$ cat src/rtl/pcie_reset_seq.sv
// PCIe bring-up reset sequencer: synchronizes board status, filters PLL lock, and releases
// fabric/core/application resets in order, with lock-loss, link-loss and software restart paths.
module pcie_reset_seq #(
  parameter int unsigned SYNC_STAGES  = 2,
  parameter int unsigned LOCK_FILTER  = 16,
  parameter int unsigned RESET_HOLD   = 64,
  parameter int unsigned LINK_TIMEOUT = 1000000
) (
  input  logic       clk_i,
  input  logic       fabric_por_ni,
  input  logic       device_init_done_i,
  input  logic       bank0_1_4_calib_done_i,
  input  logic       pll_lock_i,
  input  logic       link_up_i,
  input  logic       sw_reset_req_i,
  output logic       fabric_reset_no,
  output logic       pcie_core_reset_no,
  output logic       app_reset_no,
  output logic       init_done_o,
  output logic       init_fail_o,
  output logic [2:0] state_o
);

  localparam int unsigned LockW = (LOCK_FILTER > 2) ? $clog2(LOCK_FILTER) : 1;
  localparam int unsigned HoldW = $clog2(RESET_HOLD + 1);
  localparam int unsigned LinkW = 24;

  typedef enum logic [2:0] {
    StWaitInit = 3'd0,
    StWaitLock = 3'd1,
    StHold     = 3'd2,
    StCoreRel  = 3'd3,
    StWaitLink = 3'd4,
    StRun      = 3'd5,
    StFail     = 3'd6
  } state_e;

  state_e                       state_q, state_d;
  logic [SYNC_STAGES-1:0][3:0]  sync_q;
  logic [LockW-1:0]             lock_cnt_q, lock_cnt_d;
  logic [HoldW-1:0]             hold_cnt_q, hold_cnt_d;
  logic [LinkW-1:0]             link_cnt_q, link_cnt_d;
  logic                         core_rel_q, core_rel_d;
  logic                         app_rel_q, app_rel_d;

  logic init_s, calib_s, lock_s, link_s;
  logic sw_take, status_lost, lock_lost;

  // Bit order in each stage: {link, lock, calib, init}.
  assign init_s  = sync_q[SYNC_STAGES-1][0];
  assign calib_s = sync_q[SYNC_STAGES-1][1];
  assign lock_s  = sync_q[SYNC_STAGES-1][2];
  assign link_s  = sync_q[SYNC_STAGES-1][3];

  assign status_lost = (state_q != StWaitInit) && !(init_s && calib_s);
  assign lock_lost   = !lock_s && (state_q inside {StHold, StCoreRel, StWaitLink, StRun});
  assign sw_take     = sw_reset_req_i && (state_q != StWaitInit);

  always_comb begin
    state_d    = state_q;
    lock_cnt_d = lock_cnt_q;
    hold_cnt_d = '0;
    link_cnt_d = '0;

    // Lock filter only moves in WAIT_LOCK and is otherwise retained, except in WAIT_INIT.
    if (state_q == StWaitInit) begin
      lock_cnt_d = '0;
    end else if (state_q == StWaitLock) begin
      if (!lock_s) begin
        lock_cnt_d = '0;
      end else if (lock_cnt_q != LockW'(LOCK_FILTER - 1)) begin
        lock_cnt_d = lock_cnt_q + LockW'(1);
      end
    end

    if (state_q == StHold && !sw_take) begin
      hold_cnt_d = (hold_cnt_q == HoldW'(RESET_HOLD)) ? hold_cnt_q : hold_cnt_q + HoldW'(1);
    end

    if (state_q == StWaitLink) begin
      link_cnt_d = (link_cnt_q == LinkW'(LINK_TIMEOUT - 1)) ? link_cnt_q
                                                            : link_cnt_q + LinkW'(1);
    end

    if (status_lost) begin
      state_d = StWaitInit;
    end else if (lock_lost) begin
      state_d = StWaitLock;
    end else if (sw_take) begin
      state_d = StHold;
    end else begin
      unique case (state_q)
        StWaitInit: if (init_s && calib_s) state_d = StWaitLock;
        StWaitLock: if (lock_s && lock_cnt_q == LockW'(LOCK_FILTER - 1)) state_d = StHold;
        StHold:     if (hold_cnt_q == HoldW'(RESET_HOLD)) state_d = StCoreRel;
        StCoreRel:  state_d = StWaitLink;
        StWaitLink: begin
          if (link_s) begin
            state_d = StRun;
          end else if (link_cnt_q == LinkW'(LINK_TIMEOUT - 1)) begin
            state_d = StFail;
          end
        end
        StRun:      if (!link_s) state_d = StWaitLink;
        StFail:     state_d = StFail;
        default:    state_d = StWaitInit;
      endcase
    end

    core_rel_d = state_d inside {StCoreRel, StWaitLink, StRun};
    app_rel_d  = (state_d == StRun);
  end

  always_ff @(posedge clk_i or negedge fabric_por_ni) begin
    if (!fabric_por_ni) begin
      state_q    <= StWaitInit;
      sync_q     <= '0;
      lock_cnt_q <= '0;
      hold_cnt_q <= '0;
      link_cnt_q <= '0;
      core_rel_q <= 1'b0;
      app_rel_q  <= 1'b0;
    end else begin
      state_q    <= state_d;
      sync_q     <= {sync_q[SYNC_STAGES-2:0],
                     {link_up_i, pll_lock_i, bank0_1_4_calib_done_i, device_init_done_i}};
      lock_cnt_q <= lock_cnt_d;
      hold_cnt_q <= hold_cnt_d;
      link_cnt_q <= link_cnt_d;
      core_rel_q <= core_rel_d;
      app_rel_q  <= app_rel_d;
    end
  end

  assign fabric_reset_no    = core_rel_q;
  assign pcie_core_reset_no = core_rel_q;
  assign app_reset_no       = app_rel_q;
  assign init_done_o        = (state_q == StRun);
  assign init_fail_o        = (state_q == StFail);
  assign state_o            = state_q;

endmodule

$ cat config.mk
export PLATFORM = sky130hd
export DESIGN_NAME = pcie_reset_seq
export DESIGN_NICKNAME = d
export VERILOG_FILES = /design/src/rtl/pcie_reset_seq.sv
export SDC_FILE = /design/constraint.sdc
export NUM_CORES = 1
export LEC_CHECK = 0
export CORE_ASPECT_RATIO = 1.5
export CORE_UTILIZATION = 58
export DETAILED_ROUTE_END_ITERATION = 12
export PLACE_DENSITY_LB_ADDON = 0.3
export SETUP_SLACK_MARGIN = 0.5
export SLEW_MARGIN = 20
export SYNTH_ARGS = -nofsm -noshare
export SYNTH_HDL_FRONTEND = slang
export SYNTH_SLANG_ARGS = --single-unit
$ cat constraint.sdc
create_clock -name clk_i -period 2.2 [get_ports clk_i]
set_input_delay 0.22 -clock clk_i [delete_from_list [all_inputs] [get_ports clk_i]]
set_output_delay 0.22 -clock clk_i [all_outputs]
set_load 0.01 [all_outputs]
==> run summary, run 1 <==
outcome: finished, violations left
failing checks: hold timing
required time worst endpoint: 2.43 ns
Worst Tran Pin Value: 0.600 ns
Routed WL: 5670 um
initial antenna violation count: 0
Worst Setup Start Kind: flop
setup TNS: 0 ns
area leader, netlist: dfrtp_1
Crit Path Category: flop to flop
Post-Syn Area: 2350 um2
cts bufs inserted: 5
Area growth syn-to-layout: 26.5%
Async SR Flop Fraction: 100%
FF+latch count, synth: 48
Chip Height: 79.9 um
most frequent cells in the layout: 45 x dfrtp_1, 32 x nor2_1, 25 x buf_4
Power Dens Cells: 679 nW/um2
crit path DAT: 2.15 ns
Sinks on Clock Net: 48
final period utilization: 87.2%
Power Internal: 1.42 mW
Psw: 592 uW
Vias/cell: 6.11
Sw Share: 29.4%
initial drt markers: 48
CTS Hold Buffers Added: 0
vias in the first global route: 1,969
Post-Layout Cell Count: 319
pre-CTS WS: 0.203 ns
Final Hold Slack: -0.00469 ns
Max Slew Vio Count: 0
Post-synth EDFFs: 0
critical-path maximum fanout: 2
hold crit path type: input port to asynchronous set/reset pin
combinational power share: 25.1%
Layout Nets: 284
leakage power: 1.23 nW
Synth area leaders: dfrtp_1 51%, nor2_1 5.3%, xnor2_1 5.2%
most common cell after layout, fill and taps aside: dfrtp_1
gr ovfl total: 0
Placement Cell Area: 2560 um2
first-pass GRT wire length: 8750 um
top cell type's share of synthesized area: 51.2%
Max Cap Viol: 0
Peak VDD IR: 709 uV
Multi-input gate area: 1200 um2
via count: 1,949
gp weighted congestion: 0.780
Worst-Skew Late Latency: 0.30 ns
achievable frequency: 521 MHz
clock network power share: 27.3%
Cell variety after synth: 45
Synthesis Warnings: 0
Remaining DRCs: 0
starting density of the core: 59.8%
clock skew: 0.00724 ns
CTS clk-pin slew, worst paths: 0.09 ns
share of cells above drive strength 1: 24.8%
Cells after DPL: 290
Mapped Cells: 232
DIE AREA: 4310 um2
Synth Flop Type: dfrtp_1
1st-pass router iterations: 4
Tot GR Track Use: 28.5%
row cnt: 28
RSZ-0062 raised after global routing: true
minimum clock period: 1.92 ns
CORE AREA: 3920 um2
register area share after synthesis: 51.2%
Critical Path Sink Type: flop
Finished Cell Area: 2970 um2
Reg power frac: 47.6%
Post-Synthesis Net Count: 243
Slew Limit Headroom: 60.0%
Final Hold Fails: 2
final worst setup slack: 0.281 ns
pin count of the biggest net entering global routing: 49
Avg WL per Cell: 17.8 um
CTS tree: yes
Seq. cell area: 1200 um2
Detail Route Antenna Nets: 0
IO Pins: 15
Final setup violation count: 0
syn_area_per_cell: 10.1 um2
Longest Clk Path Bufs: 2
fillers: 251
chip width: 53.9 um
antenna cells: 0
H-tree levels: 2
port bufs: 14
DP Wirelength: 3220 um
Clock Tree Root: clkbuf_8
[layer usage]
layer	part of all wire [%]	wire length, um	track usage, %
met5	0	0	0
met4	4.2	236	13.7
met3	2.5	144	6.29
met2	56	3190	49.0
met1	37	2100	31.6
[critical path, cell delays in order, from the launching register on]
cell and delay [ns]:
dfrtp_1 0.42, nor4_2 0.35, nand4_2 0.17, o41a_1 0.37
or3b_1 0.39, o21ai_1 0.15
[final timing paths]
kind                                            from                        end  slack, ns  cells after the start
setup / recovery           link_cnt_q[6]$_DFFE_PN0P_  fabric_reset_no$_DFF_PN0_       0.28                      5
max in group asynchronous              fabric_por_ni  link_cnt_q[5]$_DFFE_PN0P_       1.76                      2
min in group clk_i                device_init_done_i        sync_q[0]$_DFF_PN0_       0.35                      1
hold reg to reg                  sync_q[3]$_DFF_PN0_           link_s$_DFF_PN0_       0.36                      0
hold / removal                         fabric_por_ni  lock_cnt_q[1]$_DFFE_PN0P_     -0.005                      2
setup reg to reg           link_cnt_q[6]$_DFFE_PN0P_  fabric_reset_no$_DFF_PN0_       0.28                      5
[state kept, by name, summed over array words and instances (netlist names)]
| register | flops |
|---|---|
| app_reset_no | 1 |
| calib_s | 1 |
| fabric_reset_no | 1 |
| hold_cnt_q | 7 |
| init_s | 1 |
| link_cnt_q | 24 |
| link_s | 1 |
| lock_cnt_q | 4 |
| lock_s | 1 |
| state_o | 3 |
| sync_q | 4 |
[metrics by stage]
stage | util (%) | power, mW
floorplan | - | 1.23
global placement | 65.3 | 1.39
detailed placement | 65.3 | 1.40
CTS | 71.9 | 1.98
global route | 75.6 | 2.12
finish | 75.6 | 2.01
[what timing repair did]
action                                 in CTS  in global routing
buffers inserted                           16                  5
resized for setup                          14                 25
endpoints found under the hold margin       0                  0
pin swaps                                  15                  7
setup endpoints to repair                  18                 23
[power by group through the flow]
stage / Sequential (mW) / Combinational, mW / Clock [mW]
after floorplan: 0.986 / 0.248 / 0
after global placement: 0.985 / 0.410 / 0
after detailed placement: 0.987 / 0.417 / 0
after CTS: 0.958 / 0.465 / 0.557
after global routing: 0.965 / 0.555 / 0.598
final: 0.958 / 0.507 / 0.550
[Yosys cell counts, drive strengths merged (3+ instances only)]
library cell  count
inv              13
nand3            11
and4              3
nand2             6
and3              8
nor3              7
o21ai             9
a21oi             7
o211ai            3
or3               4
ha                4
dfrtp            48
mux2i             3
nor4              5
nand4             7
nor2             33
xnor2            14
a21boi            4
clkbuf            7
xor2             11
[cell families (layout without fill, tap and decap cells)]
| logic type | after synthesis | count (layout) | synth area share, % |
|---|---|---|---|
| AOI/OAI and AO/OA | 38 | 38 | 11.0 |
| xor gates and xnor gates | 25 | 25 | 9.33 |
| adders and majority gates | 4 | 4 | 2.13 |
| buffers and inverters | 21 | 63 | 3.52 |
| DFF | 48 | 48 | 51.2 |
| muxes | 3 | 3 | 1.28 |
| and+or+nand+nor | 93 | 93 | 21.5 |
[cell type report]
cell class / instances / share of cell area, %
timing repair buffer: 42 / 12.0
clock inverter: 2 / 0.506
sequential: 48 / 40.6
tap: 45 / 1.90
inverter: 13 / 1.64
multi-input combinational: 163 / 40.6
clock buffer: 6 / 2.78
Power figures use the tool's default switching activity.
==> run 2: changes to the inputs <==
Settings changed: CORE_MARGIN set to 1.5, CORE_UTILIZATION 58 to 53.
Clock period 2.2 ns to 1.56 ns, I/O delays scaled along.
==> run 2 against run 1 <==
Compared with the run above: the run ends with setup timing left; clock power grew 73%; register-to-register slack lost 0.56 ns; total power grew 74%; die area grew 12%; final cell count grew 14%; critical path type unchanged.
==> run summary, run 2 (same netlist as run 1, synthesis figures left out) <==
outcome: finished, violations left
CTS tree: yes
first-pass GRT wire length: 10,200 um
DP Wirelength: 3800 um
chip width: 57.3 um
Max Cap Viol: 0
initial drt markers: 114
Sinks on Clock Net: 48
Peak VDD IR: 1100 uV
most frequent cells in the layout: 47 x dfrtp_1, 45 x buf_4, 28 x buf_6
Layout Nets: 328
Routed WL: 6810 um
failing checks: setup timing
minimum clock period: 1.84 ns
Remaining DRCs: 0
gr ovfl total: 0
Power Total: 3.51 mW
Crit Path Category: flop to flop
antenna cells: 0
Top Registers: link_cnt_q x24, hold_cnt_q x7
final period utilization: 118%
crit path DAT: 2.08 ns
H-tree levels: 2
initial antenna violation count: 0
starting density of the core: 55.3%
CTS clk-pin slew, worst paths: 0.09 ns
Worst-Skew Late Latency: 0.30 ns
pin count of the biggest net entering global routing: 49
Clock Tree Root: clkbuf_8
setup TNS: -2.40 ns
share of cells above drive strength 1: 47.8%
Tot GR Track Use: 27.7%
register bank with the most flops: link_cnt_q
Final Hold Slack: 0.295 ns
most common cell after layout, fill and taps aside: dfrtp_1
via count: 2,168
1st-pass router iterations: 4
row cnt: 29
CORE AREA: 4250 um2
Final Hold Fails: 0
required time worst endpoint: 1.80 ns
Critical Path Sink Type: flop
Worst Setup Start Kind: flop
Max Slew Vio Count: 0
Longest Clk Path Bufs: 2
achievable frequency: 543 MHz
final worst setup slack: -0.283 ns
Final setup violation count: 24
gp weighted congestion: 0.819
Chip Height: 84.5 um
Vias/cell: 5.96
Avg WL per Cell: 18.7 um
cts bufs inserted: 5
vias in the first global route: 2,176
pre-CTS WS: -0.273 ns
RSZ-0062 raised after global routing: true
Detail Route Antenna Nets: 0
Slew Limit Headroom: 77.8%
Worst Tran Pin Value: 0.329 ns
hold crit path type: input port to flop
Area growth syn-to-layout: 56.6%
fillers: 186
port bufs: 14
leakage power: 1.64 nW
critical-path maximum fanout: 2
clock skew: 0.0115 ns
worst reg2reg setup slack: -0.28 ns
DIE AREA: 4840 um2
max reg flops: 24
IO Pins: 15
Power Dens Cells: 956 nW/um2
-- run 2: worst paths after layout --
check	startpoint	to	cells past startpoint
max in group asynchronous	fabric_por_ni	state_o[2]$_DFF_PN0_	3
setup / recovery	link_cnt_q[1]$_DFFE_PN0P_	fabric_reset_no$_DFF_PN0_	6
setup reg to reg	link_cnt_q[1]$_DFFE_PN0P_	fabric_reset_no$_DFF_PN0_	6
hold / removal	device_init_done_i	sync_q[0]$_DFF_PN0_	1
hold reg to reg	sync_q[0]$_DFF_PN0_	init_s$_DFF_PN0_	0
min in group asynchronous	fabric_por_ni	lock_cnt_q[1]$_DFFE_PN0P_	3
-- run 2: stage by stage --
| stage | util [%] | instance area, um2 | instances |
|---|---|---|---|
| floorplan | - | 2490 | 232 |
| CTS | 81.1 | 3440 | 353 |
| detailed placement | 70.5 | 2990 | 334 |
| global route | 86.6 | 3670 | 364 |
| finish | 86.6 | 3670 | 364 |
| global placement | 70.5 | 2990 | 334 |
-- run 2: final cells by class --
type | instances | area, um2 | share of cell area, %
Multi-Input combinational cell | 163 | 1450 | 39.4
Sequential cell | 48 | 1200 | 32.7
Timing Repair Buffer | 86 | 793 | 21.6
Clock buffer | 6 | 82.6 | 2.25
Tap cell | 46 | 57.6 | 1.57
Inverter | 13 | 51.3 | 1.40
Clock inverter | 2 | 38.8 | 1.06
-- run 2: timing repair --
action                                  in CTS  in global routing
gates resized for setup                     85                 36
setup buffers                               10                 11
hold buffers                                 1                  0
pin swaps                                   42                 22
endpoints found under the setup margin      48                 47
endpoints found under the hold margin       48                  0
-- run 2: critical path: stages (launching register included) --
cell     delay, ns
dfrtp_1       0.36
ha_2          0.19
and3_4        0.20
nand3_4       0.08
o41a_1        0.45
or3b_1        0.37
o21ai_1       0.12
-- run 2: layer usage --
metal  share of wire [%]  global-route usage, %
met1                  37                   29.8
met2                  56                   51.4
met3                 2.6                   3.70
met4                 4.1                   13.5
met5                   0                      0
-- run 2: power breakdown --
part | total [mW] | switching [mW] | internal [mW]
Combinational | 1.21 | 0.569 | 0.637
Clock | 0.954 | 0.430 | 0.525
Sequential | 1.35 | 0.0476 | 1.31
==> run 3: changes to the inputs <==
--- a/config.mk
+++ b/config.mk
@@ -8,5 +8,5 @@
 export CORE_ASPECT_RATIO = 1.5
 export CORE_MARGIN = 1.5
-export CORE_UTILIZATION = 53
+export CORE_UTILIZATION = 35
 export DETAILED_ROUTE_END_ITERATION = 12
 export PLACE_DENSITY_LB_ADDON = 0.3
==> constraint.sdc (replaced) <==
create_clock -name clk_i -period 1.56 [get_ports clk_i]
set_input_delay 0.234 -clock clk_i [delete_from_list [all_inputs] [get_ports clk_i]]
set_output_delay 0.234 -clock clk_i [all_outputs]
set_load 0.01 [all_outputs]
==> run 3 against run 2 <==
Compared with the run above: the run still ends with setup timing left; largest power group unchanged; clock skew fell by 0.0011 ns; sequential power barely moved; global-route usage decreased by 11 points; critical endpoint unchanged; critical path depth decreased by 1.
==> run summary, run 3 (same netlist as run 1, synthesis figures left out) <==
outcome: finished, violations left
Final Hold Slack: 0.357 ns
register bank with the most flops: link_cnt_q
final period utilization: 114%
Tot GR Track Use: 17.1%
first-pass GRT wire length: 9790 um
most frequent cells in the layout: 48 x buf_4, 46 x dfrtp_1, 34 x buf_6
setup TNS: -1.41 ns
critical-path maximum fanout: 3
worst hold endpoint: lock_s$_DFF_PN0_
reg2reg path depth: 5
antenna cells: 0
Sinks on Clock Net: 48
reg2reg start: link_cnt_q[18]$_DFFE_PN0P_
crit path DAT: 2.01 ns
Worst R2R End: fabric_reset_no$_DFF_PN0_
Multi-input gate area: 1500 um2
chip width: 69.8 um
Top Registers: link_cnt_q x24, hold_cnt_q x7
Routed WL: 6010 um
Worst Setup Start Kind: flop
achievable frequency: 564 MHz
Slew Limit Headroom: 78.0%
Detail Route Antenna Nets: 0
starting density of the core: 36.2%
Layout Nets: 335
Avg WL per Cell: 15.0 um
Hold Path Origin: sync_q[2]$_DFF_PN0_
fillers: 550
RSZ-0062 raised after global routing: true
CTS clk-pin slew, worst paths: 0.09 ns
1st-pass router iterations: 4
share of cells above drive strength 1: 49.7%
minimum clock period: 1.77 ns
max reg flops: 24
via count: 2,056
hold crit path type: flop to flop
Chip Height: 103 um
Clock Tree Root: clkbuf_8
Hold Path Depth: 0
Power Dens Cells: 909 nW/um2
gr ovfl total: 0
cts bufs inserted: 5
vias in the first global route: 2,141
Vias/cell: 5.14
Critical Path Sink Type: flop
initial antenna violation count: 0
Final setup violation count: 17
DP Wirelength: 3780 um
Final Hold Fails: 0
pin count of the biggest net entering global routing: 26
Worst Tran Pin Value: 0.331 ns
failing checks: setup timing
row cnt: 36
Worst-Skew Late Latency: 0.30 ns
initial drt markers: 31
H-tree levels: 2
Seq. cell area: 1200 um2
Remaining DRCs: 0
final worst setup slack: -0.212 ns
CTS tree: yes
required time worst endpoint: 1.80 ns
clock skew: 0.0104 ns
Area growth syn-to-layout: 61.5%
Peak VDD IR: 703 uV
worst reg2reg setup slack: -0.21 ns
CORE AREA: 6490 um2
DIE AREA: 7210 um2
port bufs: 14
most common cell after layout, fill and taps aside: buf_4
gp weighted congestion: 0.785
Longest Clk Path Bufs: 2
Max Cap Viol: 0
leakage power: 1.69 nW
Max Slew Vio Count: 0
Crit Path Category: flop to flop
IO Pins: 15
## run 3: cell count changes in the layout (fill, tap and decap cells not counted), sizes merged
cell    delta
buf        +8
clkbuf     -1
clkinv     -1
## run 3: routing by layer
metal	GRT usage, %	wire length, um	part of all wire, %
met3	2.62	94	1.6
met4	8.28	169	2.8
met2	31.9	3340	56
met1	18.9	2400	40
met5	0	0	0
## run 3: repair_timing
action                                  in CTS  in global routing
setup buffers                               16                 11
endpoints found under the setup margin      48                 48
hold buffers                                 1                  0
resized for setup                           99                 30
pin swaps                                   27                 36
endpoints found under the hold margin       48                  0
## run 3: metrics by stage
stage / power [mW] / util, % / instance area (um2) / std cells / worst slack [ns]
after floorplan: 1.82 / - / 2500 / 232 / -0.329
after global placement: 2.14 / 46.8 / 3030 / 365 / -0.303
after detailed placement: 2.15 / 46.8 / 3030 / 365 / -0.381
after CTS: 3.32 / 55.0 / 3560 / 389 / -0.231
after global routing: 3.61 / 58.4 / 3790 / 400 / -0.304
final: 3.44 / 58.4 / 3790 / 400 / -0.212
## run 3: cell type report
| class | instances | area share (%) |
|---|---|---|
| flip-flops and latches | 48 | 31.8 |
| clock buffers | 6 | 1.92 |
| multi-input cells | 163 | 39.5 |
| clock inverters | 1 | 0.793 |
| inverters | 13 | 1.42 |
| repair buffers | 93 | 22.1 |
| well taps | 76 | 2.51 |
## run 3: worst max-delay path by stage
stage | start | end | depth (start not counted)
after floorplan | link_cnt_q[10]$_DFFE_PN0P_ | fabric_reset_no$_DFF_PN0_ | 5
after global placement | link_cnt_q[20]$_DFFE_PN0P_ | fabric_reset_no$_DFF_PN0_ | 5
after detailed placement | link_cnt_q[12]$_DFFE_PN0P_ | fabric_reset_no$_DFF_PN0_ | 5
after CTS | link_cnt_q[13]$_DFFE_PN0P_ | fabric_reset_no$_DFF_PN0_ | 5
after global routing | link_cnt_q[13]$_DFFE_PN0P_ | fabric_reset_no$_DFF_PN0_ | 5
final | link_cnt_q[18]$_DFFE_PN0P_ | fabric_reset_no$_DFF_PN0_ | 5
## run 3: worst max-delay path, stage by stage, from the launching register on
cell and delay [ns]:
dfrtp_1 0.40, and4_1 0.32, nand3_4 0.10, o41a_1 0.42, or3b_1 0.35, o21ai_1 0.13
## run 3: power breakdown
group	internal, mW	switching [mW]
Combinational	0.637	0.570
Sequential	1.31	0.0438
Clock	0.471	0.416
Total	2.41	1.03
